## config.mk

```make
export PLATFORM = sky130hd
export DESIGN_NAME = spi_slave_regfile
export DESIGN_NICKNAME = d
export VERILOG_FILES = /design/src/rtl/spi_slave_regfile.sv
export SDC_FILE = /design/constraint.sdc
export NUM_CORES = 1
export LEC_CHECK = 0
export ABC_AREA = 1
export CAP_MARGIN = 10
export CORE_UTILIZATION = 30
export DETAILED_ROUTE_END_ITERATION = 12
export SLEW_MARGIN = 20
export SYNTH_ARGS = -nofsm -noshare
export SYNTH_HDL_FRONTEND = slang
export SYNTH_SLANG_ARGS = --single-unit
```

## constraint.sdc

```tcl
create_clock -name clk -period 17.8 [get_ports clk]
set_input_delay 1.78 -clock clk [delete_from_list [all_inputs] [get_ports clk]]
set_output_delay 1.78 -clock clk [all_outputs]
set_load 0.02 [all_outputs]
```

## src/rtl/spi_slave_regfile.sv

```systemverilog
// SPI mode-0 responder with a local 16-bit register file.
// Frames are a 16-bit command word followed by a 16-bit data word, MSB first.
// Writes commit on the 32nd SCLK rise; reads are answered on MISO in the data phase.
module spi_slave_regfile #(
  parameter logic [2:0]  MY_ID     = 3'd0,
  parameter int unsigned ADDR_BITS = 4
) (
  input  logic        clk,
  input  logic        rst,
  input  logic        spi_sclk,
  input  logic        spi_cs_n,
  input  logic        spi_mosi,
  output logic        spi_miso,
  output logic        miso_oe,
  output logic        wr_pulse,
  output logic [7:0]  wr_addr,
  output logic [15:0] wr_data,
  output logic        frame_err,
  output logic [15:0] reg0_out
);

  localparam int unsigned DEPTH = 1 << ADDR_BITS;

  typedef enum logic [1:0] {IDLE, CMD, DATA, DONE} state_t;

  state_t state, state_nxt;

  logic [1:0]  sclk_sync, cs_sync, mosi_sync;
  logic        sclk_q, cs_q;
  logic        sclk_s, cs_s, mosi_s;
  logic        sclk_rise, sclk_fall, cs_rise, cs_fall;

  logic [4:0]  bit_cnt;
  logic [14:0] shift_q;
  logic [15:0] shadow;
  logic [7:0]  addr_q;
  logic        rd_sel, wr_sel;

  logic [15:0] regs [DEPTH];

  logic [15:0] cmd_word;
  logic [2:0]  cmd_id;
  logic [7:0]  cmd_addr;
  logic        cmd_global, cmd_rw;
  logic        malformed, selected;
  logic        cmd_end, data_end, abort;

  // Two-stage synchronizers plus one history stage for edge detection.
  // CS resets to "asserted" so a CS held low across reset is not seen as a fresh fall.
  always_ff @(posedge clk or posedge rst) begin
    if (rst) begin
      sclk_sync <= 2'b00;
      cs_sync   <= 2'b00;
      mosi_sync <= 2'b00;
      sclk_q    <= 1'b0;
      cs_q      <= 1'b0;
    end else begin
      sclk_sync <= {sclk_sync[0], spi_sclk};
      cs_sync   <= {cs_sync[0], spi_cs_n};
      mosi_sync <= {mosi_sync[0], spi_mosi};
      sclk_q    <= sclk_sync[1];
      cs_q      <= cs_sync[1];
    end
  end

  assign sclk_s    = sclk_sync[1];
  assign cs_s      = cs_sync[1];
  assign mosi_s    = mosi_sync[1];
  assign sclk_rise = sclk_s & ~sclk_q;
  assign sclk_fall = ~sclk_s & sclk_q;
  assign cs_rise   = cs_s & ~cs_q;
  assign cs_fall   = ~cs_s & cs_q;

  // Word as it stands after including the bit sampled on the current rise.
  assign cmd_word   = {shift_q, mosi_s};
  assign cmd_id     = cmd_word[13:11];
  assign cmd_addr   = cmd_word[10:3];
  assign cmd_global = cmd_word[2];
  assign cmd_rw     = cmd_word[1];
  assign malformed  = (cmd_word[15:14] != 2'b00) || cmd_word[0] ||
                      ((32'(cmd_addr) >> ADDR_BITS) != 32'd0);
  assign selected   = !malformed && ((cmd_id == MY_ID) || (cmd_global && !cmd_rw));

  // Frame state register.
  always_ff @(posedge clk or posedge rst) begin
    if (rst) state <= IDLE;
    else     state <= state_nxt;
  end

  // Next-state logic and per-frame event strobes.
  always_comb begin
    state_nxt = state;
    cmd_end   = 1'b0;
    data_end  = 1'b0;
    abort     = 1'b0;
    case (state)
      IDLE: if (cs_fall) state_nxt = CMD;
      CMD: begin
        if (cs_rise) begin
          state_nxt = IDLE;
          abort     = 1'b1;
        end else if (sclk_rise && (bit_cnt == 5'd15)) begin
          state_nxt = DATA;
          cmd_end   = 1'b1;
        end
      end
      DATA: begin
        if (cs_rise) begin
          state_nxt = IDLE;
          abort     = 1'b1;
        end else if (sclk_rise && (bit_cnt == 5'd31)) begin
          state_nxt = DONE;
          data_end  = 1'b1;
        end
      end
      DONE: if (cs_rise) state_nxt = IDLE;
      default: state_nxt = IDLE;
    endcase
  end

  // Shifting, command latch, strobes and MISO drive.
  always_ff @(posedge clk or posedge rst) begin
    if (rst) begin
      bit_cnt   <= 5'd0;
      shift_q   <= 15'd0;
      shadow    <= 16'd0;
      addr_q    <= 8'd0;
      rd_sel    <= 1'b0;
      wr_sel    <= 1'b0;
      wr_pulse  <= 1'b0;
      wr_addr   <= 8'd0;
      wr_data   <= 16'd0;
      frame_err <= 1'b0;
      spi_miso  <= 1'b0;
      miso_oe   <= 1'b0;
    end else begin
      wr_pulse  <= 1'b0;
      frame_err <= 1'b0;
      if (state == IDLE && cs_fall) begin
        bit_cnt <= 5'd0;
        rd_sel  <= 1'b0;
        wr_sel  <= 1'b0;
      end else if ((state == CMD || state == DATA) && sclk_rise && !cs_rise) begin
        bit_cnt <= bit_cnt + 5'd1;
        shift_q <= cmd_word[14:0];
      end
      if (cmd_end) begin
        addr_q    <= cmd_addr;
        rd_sel    <= selected && cmd_rw;
        wr_sel    <= selected && !cmd_rw;
        shadow    <= (selected && cmd_rw) ? regs[cmd_addr[ADDR_BITS-1:0]] : 16'h0000;
        frame_err <= malformed;
      end
      if (abort) frame_err <= 1'b1;
      if (data_end && wr_sel) begin
        wr_pulse <= 1'b1;
        wr_addr  <= addr_q;
        wr_data  <= cmd_word;
      end
      if (state != IDLE && state_nxt == IDLE) begin
        spi_miso <= 1'b0;
        miso_oe  <= 1'b0;
      end else if (state == DATA && rd_sel && sclk_fall) begin
        miso_oe  <= 1'b1;
        spi_miso <= shadow[15];
        shadow   <= {shadow[14:0], 1'b0};
      end
    end
  end

  // Register file; only a selected, complete write frame updates it.
  always_ff @(posedge clk or posedge rst) begin
    if (rst) begin
      for (int unsigned i = 0; i < DEPTH; i++) regs[i] <= 16'h0000;
    end else if (data_end && wr_sel) begin
      regs[addr_q[ADDR_BITS-1:0]] <= cmd_word;
    end
  end

  assign reg0_out = regs[0];

endmodule
```

==> impl_metrics.yaml, run 1 <==
run_status:
  status: "complete, no violations"
logic_synthesis:
  yosys_warnings: 0
  syn_avg_cell_area_um2: 8.22
  synth_edf_count: 0
  synth_seq_cells: 340
  seq_area_frac_synth_pct: 56.4
  async_reset_ff_share_pct: 100
  synth_top_cell_by_area: "dfrtp_1"
  synth_area_um2: 15100
  yosysMostFrequentCell: "nand2_1"
  yosys-top-cells-area: "dfrtp_1 (56%), nand2_1 (16%), o21ai_0 (9.9%), nand3_1 (8.2%), clkbuf_1 (2.7%)"
  synthTopCellsByCount: "nand2_1 (638), dfrtp_1 (340), o21ai_0 (299), nand3_1 (248), clkbuf_1 (108)"
  syn_inst: 1835
  ys.flop_type: "dfrtp_1"
  ys_types: 29
  syn-num-nets: 1848
  yosysTopAreaCellShare_pct: 56.4
detailed_routing:
  vias_per_cell: 4.89
  wl_met2_um: 18900
  drtPass1Iterations: 5
  wl_um: 41100
  met3_length_um: 2320
  drtIter0Drc: 1219
  ant_nets: 0
  wire_per_inst_um: 16.6
  top_layer: "met4"
  met1_length_um: 19100
  drc_errors: 0
  vias: 12144
min_path:
  min_path_type: "flop to flop"
critical_path:
  path_cells: "clkdlybuf4s50_1"
  r2r_setup_slack_ps: 14460
  crit_slowest_cell: "clkdlybuf4s50_1"
  cp.required_ps: 16020
  cpPeakStageDelay_ps: 650
  crit_type: "flop to output pin"
  critical-path-top-delay-family: "buffers and inverters"
  worstPathBufferInverterCount: 1
  endpoint_kind: "output pin"
  cp_max_fo: 3
  start_kind: "flop"
  cp.arrival_ps: 1570
floorplan:
  pin_count: 49
  rows: 81
  die_height_um: 226
  initial_core_util_pct: 30.6
  dieArea_um2: 51200
  core_area_um2: 49300
  die_w_um: 226
flow_run:
  maxCapViolations: 0
clock_network:
  postCtsSetupRepairBufs: 0
  cts_buffers: 37
  h-tree-depth: 2
  clk_latency_ps: 530
  root_buffer: "clkbuf_16"
  hold_buffers: 0
  clk_pin_slew_worst_paths_ps: 60
  post_cts_resized: 0
  cts_tree: "yes"
  cts_max_path_buffers: 3
  clock_sink_count: 340
sta:
  min_period_ps: 3350
  fin_worst_skew_ps: 18.2
  hold_viol: 0
  tightestPinTransition_ps: 1090
  tns_ps: 0
  fmax_mhz: 299
  drv_slew: 0
  period_share_pct: 18.8
  finalSetupViolCount: 0
  rsz0062_at_grt: "no"
  max_slew_margin_pct: 27.4
final_layout:
  diodes: 0
  layout.cells.non_filler: 2482
  fin_nets: 1805
  drive_above_1_share_pct: 5.56
  area_growth_pct: 13.7
  nFillCells: 5142
pwr:
  sw_frac_of_total_pct: 33.1
  p_sw_uw: 659
  power_density_nw_per_um2: 116
  power_frac_comb_pct: 21.7
  irDropWorstVdd_v: 0.0000658
  power.internal_mw: 1.33
  p_seq_share_pct: 40.1
  power_frac_clock_pct: 38.1
  p_leak_nw: 7.53
global_routing:
  grt_pass1_wl_um: 65600
  grt_overflow_total: 0
  grt_pass1_vias: 11628
  antenna_found_initial: 0
  grtUsageTotal_pct: 16.3
  grt_max_degree: 124
place:
  hpwl_um: 22900
  numPortBuffers: 48
  dp_cells: 2417
  gp_congestion: 0.782
[metal layers]
layer | global-route usage [%] | up-vias
met5 | 0 | -
met4 | 4.82 | 0
met3 | 2.50 | 53
met2 | 26.2 | 324
met1 | 22.7 | 5915
li1 | - | 5852
[state kept, by name, indices dropped and copies added (netlist names)]
name / count
regs: 240
reg0_out: 16
shadow: 16
wr_data: 16
shift_q: 15
addr_q: 8
wr_addr: 8
bit_cnt: 5
cs_sync: 2
mosi_sync: 2
sclk_sync: 2
state: 2
cs_q: 1
frame_err: 1
miso_oe: 1
rd_sel: 1
sclk_q: 1
spi_miso: 1
wr_pulse: 1
wr_sel: 1
[path summary, 6_finish.rpt]
| kind | cells after the start | from | end |
|---|---|---|---|
| max | 1 | reg0_out[2] | reg0_out[2] |
| min | 0 | cs_sync[0] | cs_sync[1] |
| max reg2reg | 11 | bit_cnt[0] | reg0_out[8] |
| min reg2reg | 0 | cs_sync[0] | cs_sync[1] |
| max in group asynchronous | 3 | rst | regs[145] |
| min in group asynchronous | 2 | rst | wr_data[8] |
[per-stage QoR]
step           instance area [um^2]  setup WS, ps  total power, mW  hold WS [ps]  util [%]
2_1_floorplan                 15100          6600             1.09           331         -
3_3_place_gp                  15900         13710             1.24           335      32.3
3_5_place_dp                  15900         13700             1.24           337      32.3
4_1_cts                       17100         14260             2.01           349      34.8
5_1_grt                       17100         14060             2.07           363      34.8
6_report                      17100         14450             1.99           348      34.8
[placed cells by master, fill, tap and decap left out]
| cell type | instances |
|---|---|
| clkbuf_1 | 11 |
| o21ai_0 | 299 |
| nor3_1 | 2 |
| nor2_2 | 2 |
| nand4_1 | 2 |
| clkdlybuf4s50_1 | 48 |
| inv_2 | 2 |
| nand3_1 | 248 |
| inv_6 | 2 |
| clkinv_2 | 3 |
| o22ai_1 | 2 |
| clkbuf_16 | 39 |
| clkbuf_8 | 10 |
| nor3_2 | 2 |
| bufinv_16 | 1 |
| clkinv_1 | 1 |
| buf_4 | 25 |
| nand3b_1 | 1 |
| xor2_1 | 1 |
| o21bai_2 | 1 |
| a21oi_1 | 6 |
| nand3_2 | 2 |
| inv_8 | 1 |
| a31o_2 | 1 |
| buf_6 | 1 |
| nor3_4 | 2 |
| o21ai_1 | 3 |
| dfrtp_1 | 338 |
| o31ai_1 | 1 |
| nor2_1 | 62 |
| nand2_2 | 4 |
| ha_1 | 8 |
| nor2_4 | 1 |
| inv_1 | 50 |
| dfrtp_4 | 2 |
| nand2_1 | 634 |
[layout make-up]
type                       instances  area [um^2]  area share [%]
sequential                       340         8520            49.7
multi-input combinational       1284         5700            33.2
clock buffer                      60         1150            6.73
tap                              664          831            4.84
timing repair buffer              74          679            3.96
inverter                          55          219            1.28
clock inverter                     5         53.8           0.314
[power groups by stage]
stage / clock network, mW / registers (mW) / logic, mW
floorplan: 0 / 0.809 / 0.278
global placement: 0 / 0.812 / 0.429
detailed placement: 0 / 0.813 / 0.430
CTS: 0.777 / 0.799 / 0.432
global route: 0.805 / 0.800 / 0.468
finish: 0.759 / 0.799 / 0.433
[kinds of logic (layout without fill, tap and decap cells)]
logic type / count (synthesis) / in the layout / synth area share, %
and+or+nand+nor: 962 / 962 / 26.5
DFF: 340 / 340 / 56.4
AOI/OAI and AO/OA: 313 / 313 / 10.5
buffers and inverters: 211 / 194 / 5.87
adders and majority gates: 8 / 8 / 0.664
xor gates and xnor gates: 1 / 1 / 0.0581
No activity file was read; power rests on OpenSTA's default activity.
==> run 2: changes to the inputs <==
==> constraint.sdc (replaced) <==
create_clock -name clk -period 2.8 [get_ports clk]
set_input_delay 0.28 -clock clk [delete_from_list [all_inputs] [get_ports clk]]
set_output_delay 0.28 -clock clk [all_outputs]
set_load 0.02 [all_outputs]
==> run 2 against run 1 <==
Compared with the run above:
- clock-buffer cell count down 4
- cell area is 2.1% higher
- sequential power increased to 6.4 times the previous value
- power increased to 6.6 times the previous value
- largest cell class unchanged
- core utilization grew 0.72 points
- first-iteration DRC count down 0.98%
- global-route usage decreased by 0.20 points
==> impl_metrics.yaml, run 2 (same netlist as run 1, synthesis figures left out) <==
sta:
  rsz0062_at_grt: "no"
  drv_slew: 0
  tightestPinTransition_ps: 913
  period_share_pct: 89.5
  hold_viol: 0
  max_slew_margin_pct: 39.1
  fin_worst_skew_ps: 30.1
  min_period_ps: 2500
  fmax_mhz: 399
  finalSetupViolCount: 0
detailed_routing:
  wl_um: 40200
  wire_per_inst_um: 16.0
  vias_per_cell: 4.84
  drc_errors: 0
  drtIter0Drc: 1207
  ant_nets: 0
  drtPass1Iterations: 5
  vias: 12143
floorplan:
  initial_core_util_pct: 30.6
  rows: 81
  core_area_um2: 49300
  dieArea_um2: 51200
  die_w_um: 226
  die_height_um: 226
  pin_count: 49
clock_network:
  clk_pin_slew_worst_paths_ps: 60
  cts_tree: "yes"
  clk_latency_ps: 550
  cts_max_path_buffers: 3
  cts_buffers: 38
  hold_buffers: 0
  postCtsSetupRepairBufs: 0
  root_buffer: "clkbuf_16"
  post_cts_resized: 0
  h-tree-depth: 2
  clock_sink_count: 340
final_layout:
  layout.cells.non_filler: 2511
  diodes: 0
  multi_input_area_um2: 5690
  final_common_cell: "nand2_1"
  fin_nets: 1831
  area_growth_pct: 16.1
  nFillCells: 5101
  post-route-cell-area_um2: 17500
  layout_common_cells: "nand2_1 (638), dfrtp_1 (338), o21ai_0 (299)"
  drive_above_1_share_pct: 7.15
  finish.utilization_pct: 35.5
  top_register: "regs"
  largest_reg_flops: 240
  regArea_um2: 8510
flow_run:
  maxCapViolations: 0
pwr:
  sw_frac_of_total_pct: 33.3
  power_frac_comb_pct: 22.0
  p_sw_mw: 4.36
  power_density_nw_per_um2: 748
  power_frac_clock_pct: 38.8
  p_leak_nw: 7.71
  p_seq_share_pct: 39.3
  power.internal_mw: 8.74
  irDropWorstVdd_v: 0.000406
global_routing:
  grtUsageTotal_pct: 16.1
  grt_max_degree: 97
  grt_pass1_wl_um: 65000
  grt_overflow_total: 0
  grt_pass1_vias: 11513
  antenna_found_initial: 0
critical_path:
  start_kind: "flop"
  critical-path-top-delay-family: "simple AND/OR/NAND/NOR gates"
  crit_slowest_cell: "nor2_2"
  worstPathBufferInverterCount: 0
  crit_type: "flop to flop"
  cp.arrival_ps: 2950
  endpoint_kind: "flop"
  cpPeakStageDelay_ps: 540
  cp_max_fo: 15
  cp.required_ps: 3250
  path_cells: "ha_1 > nand2_1 > nor2_1 > ha_1 > nand2_1 > nand3b_1 > nand2_1 > nand2_1 > nand3_1 > nor2_1 > nor2_2 > nor2_1 > nor2_1"
place:
  dp_cells: 2442
  place_area_um2: 16200
  numPortBuffers: 48
  hpwl_um: 23700
  gp_congestion: 0.820
run_status:
  status: "complete, no violations"
min_path:
  min_path_type: "input pin to async pin"
[run 2: cell count changes in the layout (fill, tap and decap cells not counted), moves of 4 or more]
| cell | change |
|---|---|
| buf_12 | +8 |
| buf_4 | +18 |
| clkbuf_1 | -6 |
| clkinv_2 | +5 |
| nand2_1 | +4 |
| nand2_2 | -4 |
[run 2: final timing paths]
check / startpoint / cells past startpoint / slack, ps / end
min reg2reg: cs_sync[0] / 0 / 350 / cs_sync[1]
max reg2reg: bit_cnt[0] / 13 / 300 / shadow[8]
max: bit_cnt[0] / 13 / 300 / shadow[8]
max in group asynchronous: rst / 3 / 1830 / regs[109]
min in group clk: spi_sclk / 1 / 190 / sclk_sync[0]
min: rst / 2 / 120 / regs[201]
[run 2: worst register-to-register path, delay by kind of cell, from the launching register on]
kind,cells,cell delay [ps]
fa+ha+maj,2,360
simple gates,11,1670
flops,1,390
[run 2: power groups by stage]
stage / registers, mW / logic (mW) / clock network (mW)
floorplan: 5.14 / 1.77 / 0
global placement: 5.22 / 2.85 / 0
detailed placement: 5.23 / 2.87 / 0
CTS: 5.14 / 2.88 / 5.19
global route: 5.15 / 3.12 / 5.39
finish: 5.14 / 2.88 / 5.08
[run 2: per-stage QoR]
step / power [mW] / hold slack [ps] / worst slack (ps) / setup TNS, ps
after floorplan: 6.91 / 311 / -2030 / -689020
after global placement: 8.07 / 339 / 393 / 0
after detailed placement: 8.09 / 338 / 308 / 0
after CTS: 13.2 / 114 / 287 / 0
after global routing: 13.7 / 131 / 6.70 / 0
final: 13.1 / 124 / 295 / 0
[run 2: area by class of cell]
| class | instances | area share, % |
|---|---|---|
| inverter | 55 | 1.22 |
| clock buffer | 56 | 6.63 |
| multi-input combinational | 1284 | 32.5 |
| timing repair buffer | 99 | 5.50 |
| clock inverter | 13 | 0.801 |
| tap | 664 | 4.75 |
| sequential | 340 | 48.6 |
[run 2: metal layers]
metal | global-route usage, % | part of all wire (%)
met5 | 0 | 0
met4 | 5.25 | 2.7
met3 | 2.58 | 5.7
met2 | 25.1 | 44
met1 | 22.8 | 48
